==> src/rtl/instr_fetch.sv <==
// Fetch stage: owns the fetch PC, keeps one request outstanding to instruction
// memory, and hands words to decode through an output register plus a 1-entry skid.
module instr_fetch #(
    parameter int                 WIDTH    = 32,
    parameter logic [WIDTH-1:0]   RESET_PC = WIDTH'(32'h80020000)
) (
    input  logic             clock,
    input  logic             reset,
    output logic             imem_req,
    output logic [WIDTH-1:0] imem_addr,
    input  logic             imem_ack,
    input  logic [WIDTH-1:0] imem_rdata,
    input  logic             redirect_valid,
    input  logic [WIDTH-1:0] redirect_pc,
    input  logic             stall,
    output logic             if_valid,
    output logic [WIDTH-1:0] if_pc,
    output logic [WIDTH-1:0] if_instr,
    output logic [WIDTH-1:0] if_pc_plus4
);

    localparam logic [1:0] S_FETCH = 2'd0;
    localparam logic [1:0] S_WAIT  = 2'd1;
    localparam logic [1:0] S_DRAIN = 2'd2;

    logic [1:0]       state_q, state_d;
    logic [WIDTH-1:0] pc_q, pc_d;
    logic [WIDTH-1:0] pend_pc_q, pend_pc_d;
    logic             if_valid_q, if_valid_d;
    logic [WIDTH-1:0] if_pc_q, if_pc_d;
    logic [WIDTH-1:0] if_instr_q, if_instr_d;
    logic [WIDTH-1:0] if_pc_plus4_q, if_pc_plus4_d;
    logic             skid_valid_q, skid_valid_d;
    logic [WIDTH-1:0] skid_pc_q, skid_pc_d;
    logic [WIDTH-1:0] skid_instr_q, skid_instr_d;

    logic             ack_ok;
    logic             consume;
    logic [WIDTH-1:0] redir_pc;

    // The request is gated by reset so a stray ack during reset can never be accepted.
    assign imem_req  = !reset && ((state_q == S_FETCH) || (state_q == S_DRAIN));
    assign imem_addr = pc_q;
    assign ack_ok    = imem_ack && imem_req;
    assign consume   = if_valid_q && !stall;
    assign redir_pc  = redirect_pc & ~WIDTH'(3);

    assign if_valid    = if_valid_q;
    assign if_pc       = if_pc_q;
    assign if_instr    = if_instr_q;
    assign if_pc_plus4 = if_pc_plus4_q;

    always_comb begin
        state_d       = state_q;
        pc_d          = pc_q;
        pend_pc_d     = pend_pc_q;
        if_valid_d    = if_valid_q;
        if_pc_d       = if_pc_q;
        if_instr_d    = if_instr_q;
        if_pc_plus4_d = if_pc_plus4_q;
        skid_valid_d  = skid_valid_q;
        skid_pc_d     = skid_pc_q;
        skid_instr_d  = skid_instr_q;

        if (redirect_valid) begin
            if_valid_d   = 1'b0;
            skid_valid_d = 1'b0;
            // An unanswered request cannot be withdrawn, so its response is drained first.
            if ((state_q == S_FETCH) && !ack_ok) begin
                pend_pc_d = redir_pc;
                state_d   = S_DRAIN;
            end else if ((state_q == S_DRAIN) && !ack_ok) begin
                pend_pc_d = redir_pc;
            end else begin
                pc_d    = redir_pc;
                state_d = S_FETCH;
            end
        end else begin
            if (consume) begin
                if_valid_d = 1'b0;
            end
            case (state_q)
                S_FETCH: begin
                    if (ack_ok) begin
                        pc_d = pc_q + WIDTH'(4);
                        if (!if_valid_q || consume) begin
                            if_valid_d    = 1'b1;
                            if_pc_d       = pc_q;
                            if_instr_d    = imem_rdata;
                            if_pc_plus4_d = pc_q + WIDTH'(4);
                        end else begin
                            skid_valid_d = 1'b1;
                            skid_pc_d    = pc_q;
                            skid_instr_d = imem_rdata;
                            state_d      = S_WAIT;
                        end
                    end
                end
                S_WAIT: begin
                    if (consume) begin
                        if_valid_d    = 1'b1;
                        if_pc_d       = skid_pc_q;
                        if_instr_d    = skid_instr_q;
                        if_pc_plus4_d = skid_pc_q + WIDTH'(4);
                        skid_valid_d  = 1'b0;
                        state_d       = S_FETCH;
                    end
                end
                S_DRAIN: begin
                    if (ack_ok) begin
                        pc_d    = pend_pc_q;
                        state_d = S_FETCH;
                    end
                end
                default: state_d = S_FETCH;
            endcase
        end
    end

    always_ff @(posedge clock) begin
        if (reset) begin
            state_q       <= S_FETCH;
            pc_q          <= RESET_PC;
            pend_pc_q     <= '0;
            if_valid_q    <= 1'b0;
            if_pc_q       <= '0;
            if_instr_q    <= '0;
            if_pc_plus4_q <= '0;
            skid_valid_q  <= 1'b0;
            skid_pc_q     <= '0;
            skid_instr_q  <= '0;
        end else begin
            state_q       <= state_d;
            pc_q          <= pc_d;
            pend_pc_q     <= pend_pc_d;
            if_valid_q    <= if_valid_d;
            if_pc_q       <= if_pc_d;
            if_instr_q    <= if_instr_d;
            if_pc_plus4_q <= if_pc_plus4_d;
            skid_valid_q  <= skid_valid_d;
            skid_pc_q     <= skid_pc_d;
            skid_instr_q  <= skid_instr_d;
        end
    end

endmodule
==> config.mk <==
export PLATFORM = sky130hd
export DESIGN_NAME = instr_fetch
export DESIGN_NICKNAME = d
export VERILOG_FILES = /design/src/rtl/instr_fetch.sv
export SDC_FILE = /design/constraint.sdc
export NUM_CORES = 1
export LEC_CHECK = 0
export BUFFER_PORTS_ARGS = -buffer_cell sky130_fd_sc_hd__buf_2
export CAP_MARGIN = 25
export CORE_ASPECT_RATIO = 0.5
export CORE_MARGIN = 4
export CORE_UTILIZATION = 50
export DETAILED_ROUTE_END_ITERATION = 7
export PLACE_DENSITY = 0.76
export REMOVE_ABC_BUFFERS = 1
export SLEW_MARGIN = 20
export SYNTH_ARGS = -nofsm -noshare
export SYNTH_HDL_FRONTEND = slang
export SYNTH_SLANG_ARGS = --single-unit
==> constraint.sdc <==
create_clock -name clock -period 1.85 [get_ports clock]
set_clock_uncertainty 0.05 [all_clocks]
set_input_delay 0.37 -clock clock [delete_from_list [all_inputs] [get_ports clock]]
set_output_delay 0.37 -clock clock [all_outputs]
set_load 0.05 [all_outputs]
[Yosys cells after proc, flatten, opt, wreduce, memory -nomap -nowiden]
Index checks and enable logic that the tools add are counted.
Word-level totals
  word-level logic and storage cells: 79
  input bits: 69
  flip-flop bits (word level): 227
  output and inout bits: 130
Operators by class
  reduce and logical (&&, ||, !) cells: 21
  add/subtract/negate cells: 2
  bitwise gates (word level): 2
  equality and inequality tests: 12
  multiplexer cells: 33
Operators by type and width (count)
  $mux W32: 16
  $pmux W32 S2: 4
  $add A32 B3 Y32 const B: 2
  $ne A3 B3 Y1 const B: 5
  $reduce_and A5 Y1: 3
  $mux W2: 7
  $ne A2 B2 Y1 const B: 4
  $pmux W2 S3: 1
  $logic_and A1 B1 Y1: 5
  $logic_not A1 Y1: 4
  $mux W1: 4
  $reduce_and A4 Y1: 1
  $reduce_bool A2 Y1: 2
  $reduce_bool A3 Y1: 1
  $eq A2 B1 Y1 const B: 1
  $eq A2 B2 Y1 const B: 1
  $logic_not A2 Y1: 1
  $logic_or A1 B1 Y1: 2
  $ne A2 B1 Y1 const B: 1
  $not A1 Y1: 2
  $pmux W1 S2: 1
  $reduce_and A2 Y1: 1
  $reduce_or A2 Y1: 1

[Longest topological paths before layout]
Gate-level depths: netlist of run 1.
  depth in word-level cells: 9
  gate-level depth with buffers: 9
  mapped depth without buffers: 7

[Worst setup path before layout of run 1]
Ideal clock, no wire load.
  path kind: input port to flip-flop
  from: in reset
  to: reg if_instr_q[16], in the netlist if_instr[16]
  buffers on the path: 3
  cell stages on the path: 8
  slack: -706 ps
  library setup time: 142 ps
  arrival: 2364 ps
  required time: 1658 ps
  cell sequence: nor2_1 and2_1 clkbuf_1 a21oi_1 nor2_1 clkbuf_1 buf_1 a311oi_1
Between the ends
  cells in the longest elaborated chain, start to end: 5
Ends and longest elaborated chain
  from (decl): RTL line 8  | input logic reset,
  $logic_not A1 Y1: RTL line 42  | assign imem_req = !reset && ((state_q == S_FETCH) || (state_q == S_DRAIN));
  $logic_and A1 B1 Y1: RTL line 42
  $logic_and A1 B1 Y1: RTL line 44  | assign ack_ok = imem_ack && imem_req;
  $ne A2 B2 Y1 (no line)
  $reduce_and A5 Y1 (no line)
  to (signal assigned): RTL line 138  | if_instr_q <= if_instr_d;
  to (decl): RTL line 31  | logic [WIDTH-1:0] if_instr_q, if_instr_d;
Parallel ways exist; a longest one is shown, timed or not.
A chain may end at the register's enable or synchronous reset.

[Final worst setup path of run 1]
  from: reg pc_q[5], in the netlist imem_addr[5]
  to: reg if_pc_plus4_q[29], in the netlist if_pc_plus4[29]
Between the ends
  cells in the longest elaborated chain, start to end: 4
Ends and longest elaborated chain
  from (decl): RTL line 27  | logic [WIDTH-1:0] pc_q, pc_d;
  from (signal assigned): RTL line 134  | pc_q <= pc_d;
  $add A32 B3 Y32: RTL line 90  | if_pc_plus4_d = pc_q + WIDTH'(4);
  $mux W32: RTL line 86  | if (!if_valid_q || consume) begin
  $mux W32: RTL line 84  | if (ack_ok) begin
  $pmux W32 S2: RTL line 82  | case (state_q)
  to (signal assigned): RTL line 139  | if_pc_plus4_q <= if_pc_plus4_d;
  to (decl): RTL line 32  | logic [WIDTH-1:0] if_pc_plus4_q, if_pc_plus4_d;
No other way between the ends. The select of a mux whose other input is x is not followed.

==> impl_metrics.env, run 1 <==
export IMPL_run_status="finished, violations left"
export IMPL_violations="setup timing"
export IMPL_powerDensity_mw_per_mm2=816
export IMPL_synth_area_leaders="dfxtp_1, nand2_1, a21oi_1"
export IMPL_max_freq_ghz=0.516
export IMPL_htree_levels=1
export IMPL_crit_type="register to register"
export IMPL_grt_first_pass_wirelength_mm=55.5
export IMPL_critPathLaunchType="register"
export IMPL_antenna_found_initial=0
export IMPL_critPathTopFamily="simple AND/OR/NAND/NOR gates"
export IMPL_rows=36
export IMPL_start_util_pct=51.7
export IMPL_grt_max_degree=116
export IMPL_dieArea_mm2=0.0229
export IMPL_syn_inst=1374
export IMPL_synth_largest_area_cell="dfxtp_1"
export IMPL_final_common_cell="nand2_1"
export IMPL_cts_tree="done"
export IMPL_core_mm2=0.0198
export IMPL_rsz0062_at_grt="true"
export IMPL_place_congestion=0.928
export IMPL_end_kind="register"
export IMPL_port_buffers=190
export IMPL_final_area_mm2=0.0139
export IMPL_areaGrowthSynthToFinish_pct=35.7
export IMPL_irDropWorstVdd_mv=0.521
export IMPL_layout_common_cells="nand2_1, dfxtp_1, buf_2"
export IMPL_muxShareOfSynthArea_pct=0.600
export IMPL_yosys_area_share_simple_pct=27.4
export IMPL_hold_path_class="input pin to register"
export IMPL_dp_hpwl_mm=25.1
export IMPL_fin_crit_ps=1940
export IMPL_slew_headroom_pct=62.7
export IMPL_antenna_left=0
export IMPL_routed_via_density=5.91
export IMPL_final_nets=1708
export IMPL_synth_area_mm2=0.0102
export IMPL_fin_ws_ps=-86.2
export IMPL_cap_violations=0
export IMPL_drt_first_pass_iters=6
export IMPL_synth_top_family_by_area="simple AND/OR/NAND/NOR gates"
export IMPL_r2r_start="imem_addr[5]$_SDFFE_PP0P_"
export IMPL_synth_xor_area_share_pct=4.54
export IMPL_async_flop_share_pct=0
export IMPL_setup_viol=4
export IMPL_avgRoutedWirePerCell_um=19.3
export IMPL_grt_usage_pct=29.7
export IMPL_synth_ff_type="dfxtp_1"
export IMPL_floorplan_die_width_um=210
export IMPL_drtIter0Drc=1330
export IMPL_diodes=0
export IMPL_ys_seq_area_share_pct=42.5
export IMPL_drv_slew=0
export IMPL_synth_edf_count=0
export IMPL_seqCellArea_mm2=0.00437
export IMPL_num_vias=11300
export IMPL_clk_latency_ps=500
export IMPL_critPathSlowestCell="or4_4"
export IMPL_max_slew_worst_pin_slew_ps=560
export IMPL_path_max_fanout=5
export IMPL_final_core_util_pct=70.1
export IMPL_drt_total_wl_mm=37.0
export IMPL_overflow=0
export IMPL_yosys_warnings=0
export IMPL_startpoint="imem_addr[5]$_SDFFE_PP0P_"
export IMPL_synth_compound_area_share_pct=19.1
export IMPL_cts_root_buf="clkbuf_16"
export IMPL_grt_pass1_vias=10300
export IMPL_drive_above_1_share_pct=30.2
export IMPL_ios=199
export IMPL_synthAdderAreaFrac_pct=0.245
export IMPL_hp_start="redirect_pc[18]"
export IMPL_leakage_nw=5.59
export IMPL_multi_input_area_mm2=0.00576
export IMPL_cts_sinks=217
export IMPL_clk_pin_slew_worst_paths_ps=70
export IMPL_path_cells="and4_4 > nand4_4 > or4_4 > xor2_1 > a21oi_1 > a22o_1"
export IMPL_timing_final_crit_share_pct=105
export IMPL_fin_tns_setup_ps=-190
export IMPL_yosys_cell_types_count=59
export IMPL_hold_violations=0
export IMPL_synth_area_per_cell_um2=7.44
export IMPL_cp_data_arrival_time_ps=2270
export IMPL_cts_buffers=21
export IMPL_clock_path_buffers=3
export IMPL_required_ps=2190
export IMPL_yosysTopAreaCellShare_pct=42.5
export IMPL_placed_area_mm2=0.0124
export IMPL_fin_total_pwr_mw=11.3
export IMPL_hold_buffers=0
export IMPL_die_y_um=109
export IMPL_num_fill_cells=1535
export IMPL_worst_path_buf_inv=0
export IMPL_drc=0
export IMPL_cpPeakStageDelay_ps=580
export IMPL_synth_seq_cells=217
==> Yosys cell counts (20+ instances only) <==
| cell | instances |
|---|---|
| a21oi_1 | 131 |
| xnor2_1 | 28 |
| buf_2 | 20 |
| nor2_1 | 137 |
| nand3_1 | 35 |
| o21ai_0 | 37 |
| clkbuf_1 | 95 |
| dfxtp_1 | 217 |
| a311oi_1 | 62 |
| nand4_1 | 24 |
| nand2_1 | 389 |
| xor2_1 | 25 |
==> tightest hold or removal path: stages <==
cell and delay [ps]:
buf_2 100, nand2_1 50, a21oi_1 50
==> sequential cells by signal, summed over array words and instances (netlist names), 2 cells and up <==
name,flops
if_instr,32
skid_instr_q,32
if_pc,30
if_pc_plus4,30
imem_addr,30
pend_pc_q,30
skid_pc_q,30
state_q,2
==> layout make-up <==
class,instances,area share [%]
clock buffer,29,4.51
clock inverter,9,0.921
inverter,7,0.190
multi-input combinational,1026,41.6
sequential,217,31.5
tap,266,2.40
timing repair buffer,364,18.9
==> path summary, 6_finish.rpt <==
path | to | cells past startpoint | slack, ps
max | if_pc_plus4[29]$_SDFFE_PP0P_ | 6 | -90
min | pend_pc_q[18]$_SDFFE_PP0P_ | 3 | 60
max reg2reg | if_pc_plus4[29]$_SDFFE_PP0P_ | 6 | -90
min reg2reg | skid_instr_q[19]$_SDFFE_PP0P_ | 2 | 410
==> report_power, final <==
group	switching, mW	total, mW	internal [mW]
registers	0.108	4.94	4.83
logic	1.16	1.69	0.535
clock network	1.89	4.69	2.79
==> what timing repair did <==
action / in CTS / in global routing
gates resized for setup: 38 / 86
gates cloned: 0 / 3
endpoints found under the setup margin: 30 / 108
pin swaps: 14 / 35
buffers inserted: 6 / 12
==> routing by layer <==
layer,vias to the layer above,part of all wire (%),global-route usage [%]
met4,0,2.0,6.05
met3,65,11,6.18
li1,5260,-,-
met2,671,45,46.1
met1,5337,42,43.1
met5,-,0,0
==> kinds of logic (layout without fill, tap and decap cells) <==
logic type               count (synthesis)  count (layout)
AO/OA/AOI/OAI                          301             301
XOR/XNOR                                53              53
adder cells (fa/ha/maj)                  2               2
buffers and inverters                  136             409
flip-flops                             217             217
multiplexers                             6               6
other                                    1               6
AND/OR/NAND/NOR                        658             658
==> stage by stage <==
step           hold WS [ps]  worst slack [ps]  cells
6_report               61.4             -86.2   1918
5_1_grt                59.5              -140   1918
4_1_cts                48.4             -54.1   1905
3_5_place_dp            397              -205   1861
3_3_place_gp            388              -218   1860
2_1_floorplan           376             -5010   1250
No activity file was read; power rests on OpenSTA's default activity.
==> run 2, diff against run 1 <==
--- a/config.mk
+++ b/config.mk
@@ -7,7 +7,7 @@
 export LEC_CHECK = 0
 export BUFFER_PORTS_ARGS = -buffer_cell sky130_fd_sc_hd__buf_2
 export CAP_MARGIN = 25
-export CORE_ASPECT_RATIO = 0.5
+export CORE_ASPECT_RATIO = 0.6
 export CORE_MARGIN = 4
 export CORE_UTILIZATION = 50
 export DETAILED_ROUTE_END_ITERATION = 7
==> run 2 against run 1 <==
Final area is 0.14% higher; first-iteration DRC count is 5.2% lower; largest power group unchanged; sequential share of layout area hardly changed; sequential cell count stayed put; non-clock buffer count is 5 lower; register-to-register slack worse by 70 ps; highest routed layer unchanged; sequential power hardly changed; the run still ends with setup timing left.
==> impl_metrics.env, run 2 (synthesis gave the netlist of run 1 again) <==
export IMPL_timing_final_crit_share_pct=108
export IMPL_antenna_found_initial=0
export IMPL_dieArea_mm2=0.0229
export IMPL_dp_hpwl_mm=24.0
export IMPL_slew_headroom_pct=59.7
export IMPL_setup_viol=15
export IMPL_required_ps=2190
export IMPL_hold_violations=0
export IMPL_critPathLaunchType="register"
export IMPL_cap_violations=0
export IMPL_port_buffers=190
export IMPL_hold_path_class="input pin to register"
export IMPL_drv_slew=0
export IMPL_clock_path_buffers=3
export IMPL_end_kind="register"
export IMPL_num_fill_cells=1662
export IMPL_grt_first_pass_wirelength_mm=53.3
export IMPL_ios=199
export IMPL_cts_buffers=21
export IMPL_diodes=0
export IMPL_drive_above_1_share_pct=30.2
export IMPL_core_mm2=0.0200
export IMPL_hold_buffers=0
export IMPL_antenna_left=0
export IMPL_grt_max_degree=111
export IMPL_rsz0062_at_grt="true"
export IMPL_layout_common_cells="nand2_1, dfxtp_1, buf_2"
export IMPL_place_congestion=0.959
export IMPL_final_nets=1703
export IMPL_fin_crit_ps=2000
export IMPL_drt_first_pass_iters=6
export IMPL_final_common_cell="nand2_1"
export IMPL_irDropWorstVdd_mv=0.619
export IMPL_routed_via_density=5.89
export IMPL_cts_sinks=217
export IMPL_fin_ws_ps=-152
export IMPL_max_freq_ghz=0.500
export IMPL_grt_pass1_vias=10200
export IMPL_die_y_um=119
export IMPL_drc=0
export IMPL_crit_type="register to register"
export IMPL_violations="setup timing"
export IMPL_max_slew_worst_pin_slew_ps=605
export IMPL_rows=40
export IMPL_placed_area_mm2=0.0124
export IMPL_grt_usage_pct=28.5
export IMPL_htree_levels=1
export IMPL_powerDensity_mw_per_mm2=790
export IMPL_final_area_mm2=0.0139
export IMPL_floorplan_die_width_um=193
export IMPL_num_vias=11300
export IMPL_cts_root_buf="clkbuf_16"
export IMPL_run_status="finished, violations left"
export IMPL_cts_tree="done"
export IMPL_drt_total_wl_mm=35.8
export IMPL_hp_start="imem_ack"
export IMPL_fin_total_pwr_mw=11.0
export IMPL_path_max_fanout=5
export IMPL_areaGrowthSynthToFinish_pct=35.8
export IMPL_startpoint="imem_addr[14]$_SDFFE_PP0P_"
export IMPL_start_util_pct=51.1
export IMPL_overflow=0
export IMPL_r2r_start="imem_addr[14]$_SDFFE_PP0P_"
export IMPL_cp_data_arrival_time_ps=2340
export IMPL_avgRoutedWirePerCell_um=18.7
export IMPL_clk_pin_slew_worst_paths_ps=70
export IMPL_leakage_nw=5.60
export IMPL_drtIter0Drc=1261
export IMPL_clk_latency_ps=510
[run 2: cell count changes in the layout (fill, tap and decap cells not counted), sizes merged]
cell    before  now
buf        355  351
clkinv       6    2
bufinv       3    1
clkbuf      38   41
[run 2: cell type report]
class	instances	area, um2	area share, %
inverter	7	26.3	0.189
multi-input combinational	1026	5800	41.8
sequential	217	4380	31.6
timing repair buffer	359	2640	19.0
clock inverter	3	43.8	0.315
tap	273	342	2.46
clock buffer	33	651	4.69
[run 2: where the power goes]
group	leakage [nW]	switching [mW]	internal (mW)	total (mW)
Clock	0.344	1.82	2.55	4.37
Combinational	3.48	1.14	0.524	1.67
Sequential	1.78	0.102	4.83	4.93
Total	5.60	3.07	7.90	11.0
[run 2: metal layers]
metal	GRT usage (%)	vias to the layer above	part of all wire (%)
met5	0	-	0
met4	7.57	0	2.3
met3	6.23	75	12
met2	42.5	677	44
met1	41.6	5297	42
li1	-	5248	-
[run 2: metrics by stage]
stage          setup WS [ps]  utilization (%)  setup TNS, ps  cells  hold WS (ps)
3_3_place_gp            -217             62.1          -1750   1863           389
5_1_grt                 -206             69.4          -2710   1918          38.4
4_1_cts                -94.4             66.5           -404   1903          22.7
3_5_place_dp            -245             62.1          -2660   1863           397
2_1_floorplan          -5010                -        -734540   1250           376
6_report                -152             69.4          -1140   1918          39.9
[run 2: worst paths after layout]
kind / end / slack [ps] / cells past startpoint
worst max register to register: if_pc_plus4[25]$_SDFFE_PP0P_ / -150 / 7
worst min register to register: if_pc_plus4[11]$_SDFFE_PP0P_ / 400 / 2
worst min-delay path: state_q[1]$_SDFFE_PP0P_ / 40 / 2
worst max-delay path: if_pc_plus4[25]$_SDFFE_PP0P_ / -150 / 7
[run 2: critical path: stages (launching register included)]
cell     delay [ps]
dfxtp_2         330
and4_4          250
nand4_1         110
buf_6           160
nor3_1          330
xor2_1          250
nor2_1           80
o32ai_1         320
[run 2: what timing repair did]
action,4_1_cts,5_1_grt
buffers inserted,4,11
resized for setup,42,91
pin swaps,21,42
cloned,0,5
setup endpoints to repair,32,127
